File: src/rtl/ex_div_pkg.sv
// Shared EX-stage divider definitions: FSM encodings, handshake levels and bus types.
package ex_div_pkg;

  typedef enum logic [1:0] {
    DivFree   = 2'b00,
    DivByZero = 2'b01,
    DivOn     = 2'b10,
    DivEnd    = 2'b11
  } div_state_e;

  localparam logic        DivResultReady    = 1'b1;
  localparam logic        DivResultNotReady = 1'b0;
  localparam logic        DivStart          = 1'b1;
  localparam logic        DivStop           = 1'b0;
  localparam logic [31:0] ZeroWord          = 32'h0000_0000;
  localparam logic        RstEnable         = 1'b1;

  typedef logic [63:0] double_reg_bus_t;

endpackage

File: src/rtl/ex_div_step.sv
// One restoring-division step: shift {rem, dividend} left, trial-subtract divisor from the top.
// Purely combinational, no backpressure.
module ex_div_step #(
  parameter int WIDTH = 32
) (
  input  logic [2*WIDTH:0]  acc_i,
  input  logic [WIDTH-1:0]  divisor_i,
  output logic [2*WIDTH:0]  acc_o
);

  logic [2*WIDTH+1:0] shifted;
  logic [WIDTH+1:0]   diff;

  assign shifted = {acc_i, 1'b0};
  // One guard bit beyond the WIDTH+1 trial window exposes the borrow.
  assign diff    = shifted[2*WIDTH+1:WIDTH] - {2'b00, divisor_i};

  always_comb begin
    if (diff[WIDTH+1]) begin
      acc_o = shifted[2*WIDTH:0];
    end else begin
      acc_o = {diff[WIDTH:0], shifted[WIDTH-1:1], 1'b1};
    end
  end

endmodule

File: src/rtl/ex_div.sv
// Radix-2 restoring DIV/DIVU for EX: 33 cycles from start (1 on divide-by-zero); operands latched at start,
// result held while start_i stays high, annul_i/rst abort at the next edge.
module ex_div
  import ex_div_pkg::*;
#(
  parameter int WIDTH = 32
) (
  input  logic               clk,
  input  logic               rst,
  input  logic               signed_div_i,
  input  logic [WIDTH-1:0]   opdata1_i,
  input  logic [WIDTH-1:0]   opdata2_i,
  input  logic               start_i,
  input  logic               annul_i,
  output logic [2*WIDTH-1:0] result_o,
  output logic               ready_o
);

  localparam int CntW = $clog2(WIDTH + 1);

  div_state_e         state_q, state_d;
  logic [CntW-1:0]    cnt_q, cnt_d;
  logic [2*WIDTH:0]   acc_q, acc_d;
  logic [WIDTH-1:0]   divisor_q, divisor_d;
  logic               quot_neg_q, quot_neg_d;
  logic               rem_neg_q, rem_neg_d;
  logic [2*WIDTH-1:0] result_q, result_d;
  logic               ready_q, ready_d;

  logic [2*WIDTH:0]   acc_step;
  logic [WIDTH-1:0]   op1_abs, op2_abs;
  logic [WIDTH-1:0]   quot_raw, rem_raw, quot_fix, rem_fix;
  logic               op1_neg, op2_neg;
  logic               start_ok;
  logic               steps_done;

  ex_div_step #(.WIDTH(WIDTH)) u_step (
    .acc_i     (acc_q),
    .divisor_i (divisor_q),
    .acc_o     (acc_step)
  );

  assign op1_neg    = signed_div_i & opdata1_i[WIDTH-1];
  assign op2_neg    = signed_div_i & opdata2_i[WIDTH-1];
  assign op1_abs    = op1_neg ? -opdata1_i : opdata1_i;
  assign op2_abs    = op2_neg ? -opdata2_i : opdata2_i;
  assign start_ok   = (start_i == DivStart) && !annul_i;
  assign steps_done = (cnt_q == CntW'(WIDTH));

  assign quot_raw = acc_q[WIDTH-1:0];
  assign rem_raw  = acc_q[2*WIDTH-1:WIDTH];
  // Remainder follows the dividend's sign; 0x80000000/-1 wraps naturally.
  assign quot_fix = quot_neg_q ? -quot_raw : quot_raw;
  assign rem_fix  = rem_neg_q ? -rem_raw : rem_raw;

  always_ff @(posedge clk) begin
    if (rst == RstEnable) begin
      state_q <= DivFree;
    end else begin
      state_q <= state_d;
    end
  end

  always_comb begin
    state_d = state_q;
    case (state_q)
      DivFree: begin
        if (start_ok) begin
          state_d = (opdata2_i == '0) ? DivByZero : DivOn;
        end
      end
      DivByZero: state_d = annul_i ? DivFree : DivEnd;
      DivOn: begin
        if (annul_i) begin
          state_d = DivFree;
        end else if (steps_done) begin
          state_d = DivEnd;
        end
      end
      DivEnd: begin
        if ((start_i == DivStop) || annul_i) begin
          state_d = DivFree;
        end
      end
      default: state_d = DivFree;
    endcase
  end

  always_comb begin
    cnt_d      = cnt_q;
    acc_d      = acc_q;
    divisor_d  = divisor_q;
    quot_neg_d = quot_neg_q;
    rem_neg_d  = rem_neg_q;
    result_d   = result_q;
    ready_d    = ready_q;
    case (state_q)
      DivFree: begin
        result_d = '0;
        ready_d  = DivResultNotReady;
        if (start_ok) begin
          acc_d      = {{(WIDTH+1){1'b0}}, op1_abs};
          divisor_d  = op2_abs;
          quot_neg_d = op1_neg ^ op2_neg;
          rem_neg_d  = op1_neg;
          cnt_d      = '0;
        end
      end
      DivByZero: begin
        result_d = '0;
        ready_d  = annul_i ? DivResultNotReady : DivResultReady;
      end
      DivOn: begin
        if (annul_i) begin
          result_d = '0;
          ready_d  = DivResultNotReady;
          cnt_d    = '0;
        end else if (!steps_done) begin
          acc_d = acc_step;
          cnt_d = cnt_q + 1'b1;
        end else begin
          result_d = {rem_fix, quot_fix};
          ready_d  = DivResultReady;
        end
      end
      DivEnd: begin
        if ((start_i == DivStop) || annul_i) begin
          result_d = '0;
          ready_d  = DivResultNotReady;
        end
      end
      default: begin
        result_d = '0;
        ready_d  = DivResultNotReady;
      end
    endcase
  end

  always_ff @(posedge clk) begin
    if (rst == RstEnable) begin
      cnt_q      <= '0;
      acc_q      <= '0;
      divisor_q  <= '0;
      quot_neg_q <= 1'b0;
      rem_neg_q  <= 1'b0;
      result_q   <= '0;
      ready_q    <= DivResultNotReady;
    end else begin
      cnt_q      <= cnt_d;
      acc_q      <= acc_d;
      divisor_q  <= divisor_d;
      quot_neg_q <= quot_neg_d;
      rem_neg_q  <= rem_neg_d;
      result_q   <= result_d;
      ready_q    <= ready_d;
    end
  end

  assign result_o = result_q;
  assign ready_o  = ready_q;

endmodule

File: config.mk
export PLATFORM = sky130hd
export DESIGN_NAME = ex_div
export DESIGN_NICKNAME = d
export VERILOG_FILES = /design/src/rtl/ex_div_pkg.sv /design/src/rtl/ex_div_step.sv /design/src/rtl/ex_div.sv
export SDC_FILE = /design/constraint.sdc
export NUM_CORES = 1
export LEC_CHECK = 0
export ABC_CLOCK_PERIOD_IN_PS = 2700
export CAP_MARGIN = 30
export CELL_PAD_IN_SITES_DETAIL_PLACEMENT = 1
export CELL_PAD_IN_SITES_GLOBAL_PLACEMENT = 2
export CORE_AREA = 2 2 194 196
export CTS_CLUSTER_SIZE = 25
export DETAILED_ROUTE_END_ITERATION = 8
export DIE_AREA = 0 0 196 198
export MAX_ROUTING_LAYER = met4
export PLACE_DENSITY_LB_ADDON = 0.08
export SKIP_LAST_GASP = 1
export SYNTH_ARGS = -nofsm -noshare
export SYNTH_HDL_FRONTEND = slang
export SYNTH_SLANG_ARGS = --single-unit
File: constraint.sdc
create_clock -name clk -period 2.7 [get_ports clk]
set_input_delay 0.54 -clock clk [delete_from_list [all_inputs] [get_ports clk]]
set_output_delay 0.54 -clock clk [all_outputs]
set_load 0.01 [all_outputs]
## After elaboration in Yosys (flattened, before gate mapping)

Cells that the tools add are included.

- Bits in registers: 172
- Output and inout port bits: 65
- Logic and storage cells: 69

- Add/sub/neg operators: 6
- Muxes and demuxes: 29
- Bitwise gates (word level): 4
- Eq/ne operators: 10
- Reduce and logical (&&, ||, !) cells: 12

Operators with widths:

| kind | count |
|---|---|
| 65-bit 2-to-1 mux | 4 |
| 64-bit 2-to-1 mux | 3 |
| 64-bit case mux with 3 select lines | 1 |
| 65-bit case mux with 2 select lines | 1 |
| 32-bit 2-to-1 mux | 4 |
| 32-bit negator | 4 |
| 34-bit by 32-bit subtractor with 34-bit output | 1 |
| 32-bit logical NOT | 1 |
| 6-bit 2-to-1 mux | 3 |
| 2-bit 2-to-1 mux | 6 |
| 6-bit case mux with 2 select lines | 1 |
| 2-bit != test (second input constant) | 4 |
| 2-bit case mux with 4 select lines | 1 |
| 6-bit by 1-bit adder with 6-bit output (second input constant) | 1 |
| 6-bit == test (second input constant) | 1 |
| 3-bit != test (second input constant) | 2 |
| 3-bit AND reduction | 2 |
| 2-bit == test (second input constant) | 2 |
| 1-bit 2-to-1 mux | 4 |
| 1-bit case mux with 4 select lines | 1 |
| 2-bit AND reduction | 2 |
| 4-bit AND reduction | 1 |
| 1-bit AND | 2 |
| 2-bit by 1-bit == test with 1-bit output (second input constant) | 1 |
| other kinds (8) | 8 |

## Logic depth before layout (Yosys ltp)

Gate-level depths: netlist of run 1.

- Depth after elaboration: 5
- Gate-level depth with buffers: 13
- Depth with buffers taken out: 13

## Modules after synthesis

From an unflattened synthesis of run 1, not the netlist that was laid out.

- Cells, all modules: 1501
- Area total of the unflattened synthesis: 11735.0 um2

By module, submodules not included:

| module | seq. area each (um2) | cells each | area each (um2) | times used |
|---|---|---|---|---|
| ex_div | 3443.3 | 1164 | 9288.9 | 1 |
| ex_div_step | 0.0 | 337 | 2446.1 | 1 |

## Worst setup path before layout of run 1

Ideal clock, no wire load.

- Path type: input to register
- Start point: in opdata2_i[11]
- End point: reg divisor_q[29]
- Arrival: 2847 ps
- Required time: 2614 ps
- Cell stages on the path: 9
- Setup slack: -233 ps
- Path through: or4_1 nor4_1 and3_1 nor2b_1 nor4b_1 nor2b_1 nor2_1 xnor2_1 a211oi_1

- Word-level cells in the longest chain between the ends: 2

Ends and longest elaborated chain:

| item | RTL line | RTL |
|---|---|---|
| start, declared | ex_div.sv:12 | `input logic [WIDTH-1:0] opdata2_i,` |
| 32-bit negator | ex_div.sv:46 | `assign op2_abs = op2_neg ? -opdata2_i : opdata2_i;` |
| 32-bit 2-to-1 mux | ex_div.sv:46 |  |
| end signal, assigned | ex_div.sv:151 | `divisor_q <= divisor_d;` |
| end, declared | ex_div.sv:24 | `logic [WIDTH-1:0] divisor_q, divisor_d;` |

No other way between the ends.
A chain may end at the register's enable or synchronous reset.

## Worst setup path after layout of run 1

- Start point: reg acc_q[38]
- End point: reg result_q[62] (netlist: result_o[62])

- Word-level cells in the longest chain between the ends: 5

Ends and longest elaborated chain:

| item | RTL line | RTL |
|---|---|---|
| start, declared | ex_div.sv:23 | `logic [2*WIDTH:0] acc_q, acc_d;` |
| start signal, assigned | ex_div.sv:142 | `acc_q <= '0;` |
| start signal, assigned | ex_div.sv:150 | `acc_q <= acc_d;` |
| 32-bit negator | ex_div.sv:54 | `assign rem_fix = rem_neg_q ? -rem_raw : rem_raw;` |
| 32-bit 2-to-1 mux | ex_div.sv:54 |  |
| 64-bit 2-to-1 mux | ex_div.sv:118 | `end else if (!steps_done) begin` |
| 64-bit 2-to-1 mux | ex_div.sv:114 | `if (annul_i) begin` |
| 64-bit case mux with 3 select lines | ex_div.sv:97 | `case (state_q)` |
| end signal, assigned | ex_div.sv:154 | `result_q <= result_d;` |
| end, declared | ex_div.sv:27 | `logic [2*WIDTH-1:0] result_q, result_d;` |

No other way between the ends. The select of a mux whose other input is x is not followed.

==> results of run 1 <==
-- Yosys cell counts, drive strengths merged, types with 3 or more instances --
library cell / n
xor2: 40
nand2b: 15
a221oi: 4
o31ai: 24
or3: 17
nor3: 21
o21a: 5
o211ai: 5
o21ai: 88
nor3b: 5
a311oi: 6
clkbuf: 79
nand2: 185
a31oi: 8
dfxtp: 172
o21bai: 6
nor2b: 8
ha: 41
xnor2: 107
a32oi: 9
a22o: 16
buf: 4
and2: 5
nor2: 151
o2111ai: 3
a21oi: 95
a21o: 14
or2: 5
and3: 4
nand3: 76
a211oi: 25
inv: 64
nor4: 13
a22oi: 51
nand4: 7
or4: 13
o41ai: 18
-- metrics by stage --
stage	instance area [µm²]	cells
floorplan	11000	1436
global placement	14300	2164
detailed placement	14300	2164
CTS	15600	2209
global route	16200	2219
finish	16200	2219
-- report_power, final --
part | switching (mW) | internal, mW | leakage, nW
sequential | 0.126 | 2.67 | 1.41
clock | 1.11 | 1.64 | 0.295
combinational | 1.35 | 1.08 | 4.69
-- worst min-delay path by stage --
stage / from / to
2_1_floorplan: divisor_q[28] / divisor_q[28]
3_3_place_gp: rem_neg_q / rem_neg_q
3_5_place_dp: rem_neg_q / rem_neg_q
4_1_cts: rem_neg_q / rem_neg_q
5_1_grt: result_o[62] / result_o[62]
6_report: rem_neg_q / rem_neg_q
-- per-layer routing --
metal  share of wire, %  up-vias  wire length, µm  track usage [%]
met5                  0        -                0                -
li1                   -     5689                -                -
met3                2.3       41              897             2.73
met2                 50      112            19900             37.5
met1                 45     5440            18000             25.2
met4                2.2        0              873             6.76
-- worst max-delay path: stages, from the launching register on --
cell,delay (ns)
dfxtp_2,0.32
or4_4,0.54
or4_4,0.44
buf_6,0.13
or3_4,0.33
or3_4,0.40
nand2b_4,0.19
o21ai_4,0.14
xnor2_2,0.09
a22o_1,0.23
-- repair_timing --
action | in CTS | in global routing
cloned | 3 | 0
endpoints found under the setup margin | 53 | 61
pin swaps | 35 | 68
gates resized for setup | 112 | 121
setup buffers | 10 | 9
-- state kept, by name (all words and copies together) (netlist names) --
| register | flops |
|---|---|
| acc_q | 65 |
| result_o | 64 |
| divisor_q | 32 |
| cnt_q | 6 |
| state_q | 2 |
| quot_neg_q | 1 |
| ready_o | 1 |
| rem_neg_q | 1 |
-- layout by cell type (no fill, tap or decap), types with 7 or more instances in the layout --
cell,count
buf_4,192
nand2_1,178
dfxtp_1,149
nor2_1,146
clkdlybuf4s50_1,129
xnor2_1,102
a21oi_1,89
o21ai_0,74
inv_1,55
a22oi_1,50
xor2_1,39
nand3_2,35
nand3_1,29
ha_1,26
a211oi_1,25
dfxtp_2,22
o31ai_1,20
nor3_1,19
clkbuf_16,18
a22o_1,16
buf_6,15
nand2b_1,14
o41ai_1,14
a21o_1,14
or3_1,13
ha_4,13
buf_12,13
nand3_4,12
or4_1,9
o21ai_1,9
nor4_1,8
inv_2,7
nor2b_1,7
nand4_1,7
-- area by class of cell --
type | instances | area, µm² | share of cell area [%]
Multi-Input combinational cell | 1117 | 7950 | 49.0
Timing Repair Buffer | 358 | 3320 | 20.5
Sequential cell | 172 | 3470 | 21.4
Tap cell | 474 | 593 | 3.66
Clock inverter | 10 | 190 | 1.17
Inverter | 64 | 245 | 1.51
Antenna cell | 2 | 5.00 | 0.0309
Clock buffer | 22 | 444 | 2.74
-- kinds of logic after synthesis --
family	count (synthesis)
compound gates	392
xor+xnor	147
fa+ha+maj	42
buf+inv	147
flops	172
mux	2
simple gates	534
==> flow_metrics.py, run 1 <==
metrics = {
    "sta": {
        "rsz0062_at_grt": "yes",
        "fin_crit_sh_pct": 108,
        "slew_viol_final": 0,
        "max_slew.worst_pin.slew_ns": 0.628,
        "slew_headroom_pct": 58.1,
        "whs_ns": 0.466,
        "setup_ws_ns": -0.212,
        "hold_viol": 0,
        "finalSetupViolations": 26,
        "clock_skew_ns": 0.0118,
        "fmax_ghz": 0.343,
        "fin_tns_setup_ns": -1.69,
        "fin_crit_ns": 2.91,
    },
    "route": {
        "wire_per_inst_um": 17.9,
        "via_count": 11300,
        "drcViolationCount": 0,
        "totalWireLength_um": 39800,
        "ant_nets": 0,
        "drt-pass1-iter-count": 4,
        "via_per_inst": 5.08,
        "drtIter0Drc": 442,
    },
    "synthesis": {
        "syn_inst": 1436,
        "yosys_warnings": 0,
        "synth_edf_count": 0,
        "synth_xor_area_share_pct": 11.8,
        "muxShareOfSynthArea_pct": 0.184,
        "async_reset_ff_share_pct": 0,
        "synthAdderAreaFrac_pct": 4.90,
        "synthFlopType": "dfxtp_1",
        "syn_nets": 1547,
        "synth_compound_area_share_pct": 23.9,
        "synth_area_um2": 10900,
        "synth.distinct_cells": 63,
        "ys_ff_latch": 172,
        "syn_area_per_cell_um2": 7.58,
        "ys_seq_area_share_pct": 31.6,
        "synth_top_family_by_area": "compound AO/OA/AOI/OAI gates",
        "synth.largest_area_cell": "dfxtp_1",
        "synthTopCellsByArea": "dfxtp_1 32%, xnor2_1 8.6%, nand2_1 6.4%",
        "synth_top_area_share_pct": 31.6,
        "synth-simple-area-share_pct": 22.5,
    },
    "setup_path": {
        "reg2reg_from": "acc_q[38]",
        "crit_arrival_ns": 3.27,
        "cp-endpoint": "result_o[62]",
        "critPathKind": "reg2reg",
        "rr_endpoint": "result_o[62]",
        "crit_required_ns": 3.06,
        "setup.worst_path.start_class": "register",
        "critPathLaunch": "acc_q[38]",
        "cp_max_fo": 6,
        "cp-end-kind": "register",
        "reg2reg_slack_ns": -0.21,
        "r2r_cells": 9,
    },
    "finish": {
        "nNetsFinal": 1841,
        "area_growth_pct": 49.1,
        "drive_gt1_share_pct": 24.8,
        "finish.utilization_pct": 43.9,
        "num-fill-cells": 4358,
    },
    "pwr": {
        "power_density_nw_per_um2": 492,
        "design_power_total_mw": 7.98,
        "p_leak_nw": 6.39,
        "peakVddDrop_mv": 0.333,
    },
    "placed_design": {
        "dp_hpwl_um": 30100,
        "io_buffers": 133,
        "dpl_worst_slack_ns": -0.599,
        "globalplace.congestion": 0.843,
    },
    "floorplanning": {
        "core_um2": 37000,
        "start_util_pct": 29.4,
        "die_h_um": 198,
        "die_w_um": 196,
        "rows": 71,
        "fp.dieArea_um2": 38800,
        "pin_count": 134,
    },
    "cts": {
        "clk_latency_ns": 0.46,
        "cts_made_buffers": 17,
        "clockBufferDepth": 2,
        "hold_buffers": 0,
        "clock_sinks": 172,
        "clk_pin_slew_ns": 0.07,
        "cts_tree": "yes",
        "root_buffer": "clkbuf_16",
        "cts_max_level": 4,
    },
    "status": {
        "status": "finished with violations",
        "violations": "setup timing",
    },
    "grt": {
        "antenna_found_initial": 2,
        "grt_pass1_vias": 11700,
        "grt.overflow.total": 0,
        "grt_first_pass_wirelength_um": 63400,
        "grt_start_max_net_pins": 78,
        "globalRouteTotalUtil_pct": 21.3,
    },
    "hold_path": {
        "hp-class": "reg2reg",
        "hold_path_depth": 2,
    },
    "job": {
        "drv_cap": 0,
    },
}
No activity file was read; power rests on OpenSTA's default activity.
==> run 2: changes to the inputs <==
--- a/config.mk
+++ b/config.mk
@@ -5,7 +5,7 @@
 export SDC_FILE = /design/constraint.sdc
 export NUM_CORES = 1
 export LEC_CHECK = 0
-export ABC_CLOCK_PERIOD_IN_PS = 2700
+export ABC_CLOCK_PERIOD_IN_PS = 2400
 export CAP_MARGIN = 30
 export CELL_PAD_IN_SITES_DETAIL_PLACEMENT = 1
 export CELL_PAD_IN_SITES_GLOBAL_PLACEMENT = 2
==> constraint.sdc (replaced) <==
create_clock -name clk -period 2.4 [get_ports clk]
set_input_delay 0.24 -clock clk [delete_from_list [all_inputs] [get_ports clk]]
set_output_delay 0.24 -clock clk [all_outputs]
set_load 0.01 [all_outputs]
==> flow_metrics.py, run 2 (synthesized netlist as in run 1, its figures left out) <==
metrics = {
    "sta": {
        "setup_ws_ns": -0.447,
        "finalSetupViolations": 52,
        "fin_crit_sh_pct": 119,
        "rsz0062_at_grt": "yes",
        "fmax_ghz": 0.351,
        "fin_crit_ns": 2.85,
        "slew_viol_final": 0,
        "clock_skew_ns": 0.0139,
        "slew_headroom_pct": 57.8,
        "max_slew.worst_pin.slew_ns": 0.632,
        "hold_viol": 0,
        "whs_ns": 0.229,
    },
    "grt": {
        "grt_pass1_vias": 11900,
        "antenna_found_initial": 0,
        "grt.overflow.total": 0,
        "globalRouteTotalUtil_pct": 22.3,
        "grt_first_pass_wirelength_um": 66400,
        "grt_start_max_net_pins": 65,
    },
    "setup_path": {
        "r2r_cells": 8,
        "rr_endpoint": "result_o[62]",
        "cp-end-kind": "register",
        "reg2reg_slack_ns": -0.45,
        "critPathKind": "reg2reg",
        "reg2reg_from": "acc_q[39]",
        "cp_max_fo": 6,
        "crit_required_ns": 2.74,
        "crit_arrival_ns": 3.19,
        "setup.worst_path.start_class": "register",
    },
    "cts": {
        "hold_buffers": 0,
        "root_buffer": "clkbuf_16",
        "clockBufferDepth": 2,
        "clk_pin_slew_ns": 0.07,
        "cts_max_level": 4,
        "clk_latency_ns": 0.45,
        "cts_tree": "yes",
        "clock_sinks": 172,
        "cts_made_buffers": 17,
    },
    "finish": {
        "top_register": "acc_q",
        "antennaDiodeCount": 0,
        "num-fill-cells": 4390,
        "drive_gt1_share_pct": 28.8,
        "instances_no_fill": 2278,
        "layout_commonest_cell": "buf_4",
        "layout_common_cells": "259 x buf_4, 175 x nand2_1, 150 x dfxtp_1",
        "largest_register_ffs": 65,
        "nNetsFinal": 1904,
        "finish.utilization_pct": 45.4,
        "area_growth_pct": 54.0,
    },
    "route": {
        "wire_per_inst_um": 18.2,
        "drcViolationCount": 0,
        "totalWireLength_um": 41600,
        "ant_nets": 0,
        "via_count": 11600,
        "via_per_inst": 5.11,
        "drtIter0Drc": 500,
        "drt-pass1-iter-count": 4,
    },
    "floorplanning": {
        "core_um2": 37000,
        "rows": 71,
        "die_h_um": 198,
        "die_w_um": 196,
        "fp.dieArea_um2": 38800,
        "start_util_pct": 29.4,
        "pin_count": 134,
    },
    "pwr": {
        "peakVddDrop_mv": 0.543,
        "design_power_total_mw": 9.26,
        "p_leak_nw": 6.68,
        "power_density_nw_per_um2": 552,
    },
    "status": {
        "status": "finished with violations",
        "violations": "setup timing",
    },
    "placed_design": {
        "dp_hpwl_um": 31500,
        "io_buffers": 133,
        "globalplace.congestion": 0.881,
        "dp.cells": 2218,
    },
    "hold_path": {
        "whs_endpoint": "result_o[50]",
        "hold_path_startpoint": "rst",
        "hp-class": "in2reg",
        "hold_path_depth": 2,
    },
    "job": {
        "drv_cap": 0,
    },
}
[run 2: cell types whose count changed in the layout (fill, tap and decap cells not counted), sizes merged]
cell / delta
buf: +63
clkinvlp: -2
diode: -2
[run 2: how the worst max path moves through the flow]
stage | start | end | slack, ns | cells past startpoint
floorplan | acc_q[39] | result_o[62] | -0.28 | 8
finish | acc_q[39] | result_o[62] | -0.45 | 8
detailed placement | opdata1_i[11] | acc_q[31] | -0.83 | 10
global placement | opdata1_i[11] | acc_q[31] | -0.84 | 10
global route | divisor_q[16] | acc_q[38] | -0.55 | 14
CTS | acc_q[39] | result_o[62] | -0.42 | 8
[run 2: timing repair]
action	in CTS	in global routing
gates cloned	2	1
resized for setup	134	108
endpoints found under the setup margin	59	90
pin swaps	55	65
setup buffers	20	9
[run 2: area by class of cell]
type,instances,area (µm²),share of cell area (%)
Timing Repair Buffer,421,3730,22.3
Clock inverter,8,168,1.00
Inverter,64,240,1.43
Clock buffer,22,454,2.71
Sequential cell,172,3480,20.8
Tap cell,474,593,3.54
Multi-Input combinational cell,1117,8100,48.3
[run 2: power by group]
part / switching, mW / internal, mW
sequential: 0.141 / 3.00
combinational: 1.69 / 1.37
clock: 1.20 / 1.86
total: 3.02 / 6.24
[run 2: through the flow]
step	setup slack, ns	TNS [ns]	instance area (µm²)
floorplan	-0.277	-6.67	11100
global placement	-0.841	-26.15	14800
detailed placement	-0.829	-28.77	14800
CTS	-0.424	-14.23	16200
global route	-0.546	-22.19	16800
finish	-0.447	-16.09	16800
[run 2: per-layer routing]
layer  share of wire, %  global-route usage (%)  vias up
li1                   -                       -     5804
met1                 51                    31.4     5667
met2                 45                    34.8      149
met3                2.5                    2.37       24
met4               0.86                    3.96        0
met5                  0                       -        -
[run 2: critical path, stage by stage, from the launching register on]
cell	delay, ns
dfxtp_4	0.37
or4_4	0.58
or4_4	0.44
or3_4	0.35
or3_4	0.39
nand2b_4	0.17
o21ai_2	0.12
xnor2_1	0.08
a22o_1	0.22
==> run 3: changes to the inputs <==
--- a/config.mk
+++ b/config.mk
@@ -6,7 +6,7 @@
 export NUM_CORES = 1
 export LEC_CHECK = 0
 export ABC_CLOCK_PERIOD_IN_PS = 2400
-export CAP_MARGIN = 30
+export CAP_MARGIN = 20
 export CELL_PAD_IN_SITES_DETAIL_PLACEMENT = 1
 export CELL_PAD_IN_SITES_GLOBAL_PLACEMENT = 2
 export CORE_AREA = 2 2 194 196
==> results of run 3 <==
The final DEF is identical to that of run 2; final timing and power are the same.
